**config.mk**
```make
export PLATFORM = sky130hd
export DESIGN_NAME = amp_pwr_seq
export DESIGN_NICKNAME = d
export VERILOG_FILES = /design/src/rtl/amp_pwr_seq.sv
export SDC_FILE = /design/constraint.sdc
export NUM_CORES = 1
export LEC_CHECK = 0
export ABC_CLOCK_PERIOD_IN_PS = 5000
export CELL_PAD_IN_SITES_DETAIL_PLACEMENT = 2
export CELL_PAD_IN_SITES_GLOBAL_PLACEMENT = 2
export CORE_ASPECT_RATIO = 1.1
export CORE_UTILIZATION = 41
export CTS_CLUSTER_DIAMETER = 150
export CTS_CLUSTER_SIZE = 30
export DETAILED_ROUTE_END_ITERATION = 12
export PLACE_DENSITY_LB_ADDON = 0.1
export SYNTH_ARGS = -nofsm -noshare
export SYNTH_HDL_FRONTEND = slang
export SYNTH_SLANG_ARGS = --single-unit
```
**constraint.sdc**
```tcl
create_clock -name clk -period 5 [get_ports clk]
set_input_delay 1 -clock clk [delete_from_list [all_inputs] [get_ports clk]]
set_output_delay 1 -clock clk [all_outputs]
set_load 0.01 [all_outputs]
```
**src/rtl/amp_pwr_seq.sv**
```systemverilog
// Power-up / fault sequencer for N class-D amplifier channels.
// Releases sht_dwn after a settle time, filters amp faults and retries or locks out.
module amp_pwr_seq #(
   parameter int N_AMP     = 2,
   parameter int PWRUP_CYC = 250000,
   parameter int RETRY_CYC = 25000000,
   parameter int FLT_FILT  = 4,
   parameter int MAX_RETRY = 3
) (
   input  logic             clk,
   input  logic             rst_n,
   input  logic             en,
   input  logic             seq_low,
   input  logic [N_AMP-1:0] Flt_n,
   input  logic             clr_flt,
   output logic             sht_dwn,
   output logic             amp_on,
   output logic             locked,
   output logic [N_AMP-1:0] flt_src,
   output logic [3:0]       retry_cnt,
   output logic [2:0]       state
);

   localparam int TMR_MAX = (PWRUP_CYC > RETRY_CYC) ? PWRUP_CYC : RETRY_CYC;
   localparam int TMR_W   = $clog2(TMR_MAX + 1);
   localparam int FCNT_W  = $clog2(FLT_FILT + 1);

   typedef enum logic [2:0] {
      ST_IDLE    = 3'd0,
      ST_PWRUP   = 3'd1,
      ST_RUN     = 3'd2,
      ST_FAULT   = 3'd3,
      ST_LOCKOUT = 3'd4
   } state_t;

   state_t             state_reg, state_next;
   logic [TMR_W-1:0]   tmr_reg, tmr_next;
   logic [3:0]         retry_reg, retry_next;
   logic [N_AMP-1:0]   flt_src_reg, flt_src_next;
   logic               sht_dwn_reg, sht_dwn_next;
   logic               amp_on_reg, amp_on_next;
   logic               locked_reg, locked_next;
   logic [N_AMP-1:0]   flt;
   logic               any_flt;
   logic               flt_evt;

   // Per channel: 2-FF synchroniser, then a saturating low-time counter as glitch filter.
   genvar gi;
   generate
      for (gi = 0; gi < N_AMP; gi++) begin : g_ch
         logic [1:0]        sync_reg;
         logic [FCNT_W-1:0] cnt_reg;

         always_ff @(posedge clk or negedge rst_n) begin
            if (!rst_n) begin
               sync_reg <= 2'b11;
               cnt_reg  <= '0;
            end else begin
               sync_reg <= {sync_reg[0], Flt_n[gi]};
               if (sync_reg[1])
                  cnt_reg <= '0;
               else if (cnt_reg != FCNT_W'(FLT_FILT))
                  cnt_reg <= cnt_reg + 1'b1;
            end
         end

         assign flt[gi] = (cnt_reg >= FCNT_W'(FLT_FILT));
      end
   endgenerate

   assign any_flt = |flt;
   assign flt_evt = any_flt && ((state_reg == ST_PWRUP) || (state_reg == ST_RUN));

   always_ff @(posedge clk or negedge rst_n) begin
      if (!rst_n) begin
         state_reg   <= ST_IDLE;
         tmr_reg     <= '0;
         retry_reg   <= '0;
         flt_src_reg <= '0;
         sht_dwn_reg <= 1'b1;
         amp_on_reg  <= 1'b0;
         locked_reg  <= 1'b0;
      end else begin
         state_reg   <= state_next;
         tmr_reg     <= tmr_next;
         retry_reg   <= retry_next;
         flt_src_reg <= flt_src_next;
         sht_dwn_reg <= sht_dwn_next;
         amp_on_reg  <= amp_on_next;
         locked_reg  <= locked_next;
      end
   end

   always_comb begin
      state_next = state_reg;
      retry_next = retry_reg;
      if (!en && (state_reg != ST_LOCKOUT)) begin
         state_next = ST_IDLE;
         retry_next = '0;
      end else if (flt_evt) begin
         if (retry_reg == 4'(MAX_RETRY)) begin
            state_next = ST_LOCKOUT;
         end else begin
            state_next = ST_FAULT;
            retry_next = retry_reg + 1'b1;
         end
      end else begin
         if (clr_flt)
            retry_next = '0;
         case (state_reg)
            ST_IDLE:
               if (en && seq_low && !any_flt)
                  state_next = ST_PWRUP;
            ST_PWRUP:
               if (tmr_reg == TMR_W'(PWRUP_CYC - 1))
                  state_next = ST_RUN;
            ST_RUN:
               state_next = ST_RUN;
            ST_FAULT:
               if (!any_flt && (tmr_reg == TMR_W'(RETRY_CYC - 1)))
                  state_next = ST_PWRUP;
            ST_LOCKOUT:
               // a fault present with the clear keeps us locked out
               if (clr_flt && !any_flt)
                  state_next = ST_IDLE;
            default:
               state_next = ST_IDLE;
         endcase
      end
   end

   always_comb begin
      tmr_next = '0;
      if (state_next != state_reg)
         tmr_next = '0;
      else if ((state_reg == ST_FAULT) && any_flt)
         tmr_next = '0;
      else if (((state_reg == ST_PWRUP) || (state_reg == ST_FAULT)) &&
               (tmr_reg != TMR_W'(TMR_MAX)))
         tmr_next = tmr_reg + 1'b1;
      else if ((state_reg == ST_PWRUP) || (state_reg == ST_FAULT))
         tmr_next = tmr_reg;
   end

   // Set wins over clear so a fault qualifying during clr_flt is never lost.
   always_comb begin
      flt_src_next = (clr_flt ? '0 : flt_src_reg) | flt;
      sht_dwn_next = (state_next != ST_RUN);
      amp_on_next  = (state_next == ST_RUN);
      locked_next  = (state_next == ST_LOCKOUT);
   end

   assign sht_dwn   = sht_dwn_reg;
   assign amp_on    = amp_on_reg;
   assign locked    = locked_reg;
   assign flt_src   = flt_src_reg;
   assign retry_cnt = retry_reg;
   assign state     = state_reg;

endmodule

```
==> results of run 1 <==
-- stage by stage --
step,hold slack [ps],setup WS [ps]
final,358,2090
after global placement,345,1820
after CTS,364,2080
after floorplan,345,2490
after global routing,351,1960
after detailed placement,353,1770
-- report_power, final --
part	internal (mW)	switching [mW]	leakage, nW	total (mW)
registers	0.396	0.0213	0.632	0.418
logic	0.0479	0.0681	0.429	0.116
clock network	0.152	0.141	0.0587	0.293
-- worst register-to-register path, delay by kind of cell (launching register included) --
kind,cells,cell delay [ps]
and+or+nand+nor,5,1930
DFF,1,510
AOI/OAI and AO/OA,1,220
-- final timing paths --
kind                                                 from                             to  slack, ps  cells after the start
hold reg to reg             g_ch[0].sync_reg[0]$_DFF_PN1_  g_ch[0].sync_reg[1]$_DFF_PN1_        360                      0
max in group asynchronous                           rst_n             state[0]$_DFF_PN0_       3440                      1
setup / recovery                                       en        tmr_reg[20]$_DFFE_PN0P_       2090                      8
hold / removal              g_ch[0].sync_reg[0]$_DFF_PN1_  g_ch[0].sync_reg[1]$_DFF_PN1_        360                      0
min in group asynchronous                           rst_n       retry_cnt[3]$_DFFE_PN0P_        880                      1
setup reg to reg           g_ch[0].cnt_reg[2]$_DFFE_PN0P_        tmr_reg[23]$_DFFE_PN0P_       2280                      6
-- area by class of cell --
| type | instances | area, um2 |
|---|---|---|
| timing repair buffer | 20 | 190 |
| fill | 678 | 3240 |
| sequential | 47 | 1180 |
| tap | 80 | 100 |
| inverter | 13 | 48.8 |
| multi-input combinational | 199 | 1320 |
| clock buffer | 5 | 68.8 |
| clock inverter | 3 | 47.5 |
-- cells by family (layout without fill, tap and decap cells) --
logic type	count (synthesis)	count (layout)	synth area share
xor+xnor	25	25	0.0861
simple gates	137	137	0.295
fa+ha+maj	8	8	0.0371
buf+inv	21	41	0.0490
compound gates	29	29	0.0828
flops	47	47	0.450
-- placed cells by master, fill, tap and decap left out, drive strengths merged, types with 2 or more instances in the layout --
cell	Yosys	layout
a211oi	2	2
a21o	4	4
a21oi	11	11
a31oi	2	2
and3	4	4
buf	7	3
clkbuf	1	5
clkdlybuf4s50	0	17
dfrtp	42	42
dfstp	5	5
ha	7	7
inv	13	14
nand2	21	21
nand3	16	16
nand4	8	8
nor2	48	48
nor3	12	12
nor4	7	7
nor4b	3	3
nor4bb	2	2
o21ai	2	2
or3	4	4
or3b	4	4
or4	2	2
xnor2	13	13
xor2	12	12
-- layer usage --
layer	share of wire	track usage
met1	0.46	0.273
met2	0.52	0.388
met3	0.015	0.0255
met4	0.014	0.0522
met5	0	0
==> impl_metrics.tcl, run 1 <==
set metrics [dict create \
    antenna_left 0 \
    grt_max_degree 48 \
    synth-edff-count 0 \
    ys_types 48 \
    firstDrtPassIters 4 \
    post-synth-top-count-cell "dfrtp_1" \
    max_freq_ghz 0.343 \
    placed_area_um2 2840 \
    skew_ps 8.20 \
    area_growth_pct 12.4 \
    cp_slowest_stage_delay_ps 540 \
    syn-num-nets 281 \
    port_buffers 18 \
    slowest_stage "clkdlybuf4s50_1" \
    outcome "finished, final reports clean" \
    pin_count 19 \
    cts.clk_slew.worst_paths_ps 100 \
    yosysSeqAreaShare 0.450 \
    floorplan.initialDensity 0.425 \
    synthTopCellsByCount "42 x dfrtp_1, 38 x nor2_1, 21 x nand2_1, 16 x nand3_1, 13 x inv_1" \
    crit_family "buffers and inverters" \
    synthTopCellsByArea "dfrtp_1 40%, nor2_1 5.4%, dfstp_2 5.0%, nor2_4 4.3%, xnor2_1 4.0%" \
    postSynth.asyncResetShare 1.00 \
    avgSynthCellArea_um2 9.85 \
    ys.flop_type "dfrtp_1" \
    vias_per_cell 5.51 \
    post_cts_resized 0 \
    finalSetupTns_ps 0 \
    crit_arrival_ps 3090 \
    synth_top_area_frac 0.400 \
    antenna_found_initial 0 \
    cts_setup_buffers 0 \
    rsz0062_at_grt "no" \
    yosys_warnings 0 \
    place_congestion 0.791 \
    critPathKind "in -> reg" \
    finalSetupViolCount 0 \
    peakVddDrop_mv 0.182 \
    largest_register_ffs 25 \
    tritoncts "yes" \
    routed_wl_mm 6.55 \
    drive_gt1_frac 0.118 \
    ctsHoldBuffers 0 \
    post-route-util 0.477 \
    rows 30 \
    die-height_um 86 \
    hpwl_mm 4.75 \
    grt_overflow 0 \
    grt_usage 0.215 \
    htree_levels 2 \
    relSlewSlack 0.272 \
    post_synth_instance_area_um2 2630 \
    cts.sinks 47 \
    drc 0 \
    die_w_um 78.4 \
    initialDrtViolationCount 96 \
    syn_inst 267 \
    cp_num_buf_inv 3 \
    timing.final.crit_share 0.583 \
    finalNonFillerCells 367 \
    worstPathMaxFanout 19 \
    final_nets 300 \
    cap_violations 0 \
    via_count 2021 \
    cts_buffers 5 \
    root_buffer "clkbuf_8" \
    fp.dieArea_um2 6740 \
    fin_total_pwr_mw 0.826 \
    coreArea_um2 6190 \
    drv_slew 0 \
    hold_violations 0 \
    dpl.cell_count 359 \
    hp-class "reg -> reg" \
    post_drt_wl_per_cell_um 17.8 \
    grt_pass1_vias 2264 \
    power.density_nw_per_um2 280 \
    grt_pass1_wl_mm 11.3 \
    yosys.area.top_type "dfrtp_1" \
    start_kind "input port" \
    design_area_um2 2960 \
    worstSetupEndpointType "flip-flop" \
    cp.required_ps 5180 \
    min_period_ps 2910 \
    antenna_cells 0 \
    clk-insertion-delay-late_ps 300 \
    yosys_register_bits 47 \
    p_leak_nw 1.12 \
    worst_pin_slew_ps 1090 \
    crit_chain "clkdlybuf4s50_1 -> inv_1 -> o41a_2 -> o221ai_2 -> a21o_1 -> or3_1 -> buf_4 -> nor2_1" \
    clk_path_buf_depth 2 \
]
Power figures use the tool's default switching activity.
==> inputs of run 2 (changes only) <==
- ABC_CLOCK_PERIOD_IN_PS: 5000 -> 2650
- CORE_UTILIZATION: 41 -> 34
- clock period: 5 -> 2.65 ns (I/O delays scaled with it)
==> run 2 against run 1 <==
Compared with the run above:
- setup slack worse by 1900 ps
- first-iteration DRC count is 76% lower
- clock skew is 2.5 ps lower
- global-route usage is 3.4 points lower
- critical path type is now reg -> reg
- largest power group unchanged
==> impl_metrics.tcl, run 2 (same netlist as run 1, synthesis figures left out) <==
set metrics [dict create \
    outcome "finished, final reports clean" \
    finalSetupTns_ps 0 \
    pin_count 19 \
    die-height_um 94.2 \
    clk-insertion-delay-late_ps 300 \
    worst_pin_slew_ps 677 \
    grt_max_degree 31 \
    ctsHoldBuffers 0 \
    antenna_left 0 \
    root_buffer "clkbuf_8" \
    antenna_found_initial 0 \
    rows 33 \
    relSlewSlack 0.545 \
    final_nets 312 \
    skew_ps 5.69 \
    switchingPower_mw 0.422 \
    clk_path_buf_depth 2 \
    initialDrtViolationCount 23 \
    n_fill_cell 813 \
    port_buffers 18 \
    via_count 2061 \
    timing.final.crit_share 0.923 \
    p_leak_nw 1.19 \
    reg2reg_slack_ps 200 \
    drv_slew 0 \
    htree_levels 2 \
    finalSetupViolCount 0 \
    grt_pass1_vias 2236 \
    vias_per_cell 5.10 \
    hpwl_mm 4.91 \
    drive_gt1_frac 0.154 \
    grt_usage 0.181 \
    mostFrequentLayoutCells "42 x dfrtp_1, 38 x nor2_1, 21 x nand2_1, 17 x clkdlybuf4s50_1, 16 x nand3_1" \
    hp-class "in -> async" \
    clkPwrFrac 0.358 \
    p_comb_frac 0.155 \
    cts_buffers 5 \
    swShare 0.266 \
    area_growth_pct 17.7 \
    coreArea_um2 7470 \
    tritoncts "yes" \
    floorplan.initialDensity 0.352 \
    seqCellArea_um2 1180 \
    cp.required_ps 2830 \
    largest_register_ffs 25 \
    die_w_um 85.9 \
    cap_violations 0 \
    r2r_cells 6 \
    critPathKind "reg -> reg" \
    hold_ws_ps 148 \
    design_area_um2 3100 \
    pre_cts_slack_ps 49.9 \
    startpoint "tmr_reg[9]$_DFFE_PN0P_" \
    post_drt_wl_per_cell_um 16.3 \
    drc 0 \
    routed_wl_mm 6.59 \
    firstDrtPassIters 4 \
    grt_overflow 0 \
    cts_setup_buffers 0 \
    setup_ws_ps 203 \
    final_common_cell "dfrtp_1" \
    start_kind "flip-flop" \
    max_freq_ghz 0.409 \
    grt_pass1_wl_mm 11.3 \
    cts.clk_slew.worst_paths_ps 90 \
    post_cts_resized 0 \
    crit_arrival_ps 2630 \
    pwr-share-seq 0.487 \
    intPower_mw 1.16 \
    worstPathMaxFanout 19 \
    reg2reg_from "tmr_reg[9]$_DFFE_PN0P_" \
    fp.dieArea_um2 8090 \
    power.density_nw_per_um2 513 \
    worst_r2r_endpoint "tmr_reg[3]$_DFFE_PN0P_" \
    worstSetupEndpointType "flip-flop" \
    peakVddDrop_mv 0.225 \
    placed_area_um2 2970 \
    place_congestion 0.726 \
    min_period_ps 2450 \
    multiInputGateArea_um2 1320 \
    antenna_cells 0 \
    rsz0062_at_grt "no" \
    hold_violations 0 \
    cts.sinks 47 \
]
[run 2: cell count changes in the layout (fill, tap and decap cells not counted), sizes merged]
cell,change
clkbuf,+1
buf,+12
clkinv,-1
[run 2: cell type report]
class / count / area share
clock inverter: 2 / 0.0125
inverter: 13 / 0.0158
multi-input combinational: 199 / 0.426
tap: 105 / 0.0424
sequential: 47 / 0.382
timing repair buffer: 32 / 0.0946
clock buffer: 6 / 0.0267
[run 2: how the worst max path moves through the flow]
stage,endpoint,cells after the start
3_3_place_gp,tmr_reg[14]$_DFFE_PN0P_,8
3_5_place_dp,tmr_reg[3]$_DFFE_PN0P_,8
6_report,tmr_reg[3]$_DFFE_PN0P_,6
4_1_cts,tmr_reg[3]$_DFFE_PN0P_,6
5_1_grt,tmr_reg[3]$_DFFE_PN0P_,6
2_1_floorplan,tmr_reg[18]$_DFFE_PN0P_,9
[run 2: layer usage]
layer / up-vias / track usage / part of all wire
li1: 991 / - / -
met1: 1046 / 0.225 / 0.44
met2: 19 / 0.327 / 0.53
met3: 5 / 0.0290 / 0.015
met4: 0 / 0.0431 / 0.010
met5: - / 0 / 0
[run 2: critical path, cell delays in order, from the launching register on]
cell and delay (ps):
dfrtp_1 440, nor4b_1 560, nand4_1 290, nor4_1 510
or3_1 230, buf_12 210, nor2_1 90
[run 2: power groups by stage]
stage / combinational, mW / sequential [mW] / clock (mW)
after floorplan: 0.162 / 0.785 / 0
after global placement: 0.247 / 0.787 / 0
after detailed placement: 0.252 / 0.788 / 0
after CTS: 0.254 / 0.774 / 0.597
after global routing: 0.277 / 0.778 / 0.617
final: 0.247 / 0.773 / 0.567
[run 2: metrics by stage]
| step | util | instances | total power [mW] |
|---|---|---|---|
| 4_1_cts | 0.414 | 404 | 1.62 |
| 2_1_floorplan | - | 267 | 0.947 |
| 5_1_grt | 0.414 | 404 | 1.67 |
| 6_report | 0.414 | 404 | 1.59 |
| 3_5_place_dp | 0.398 | 396 | 1.04 |
| 3_3_place_gp | 0.398 | 396 | 1.03 |
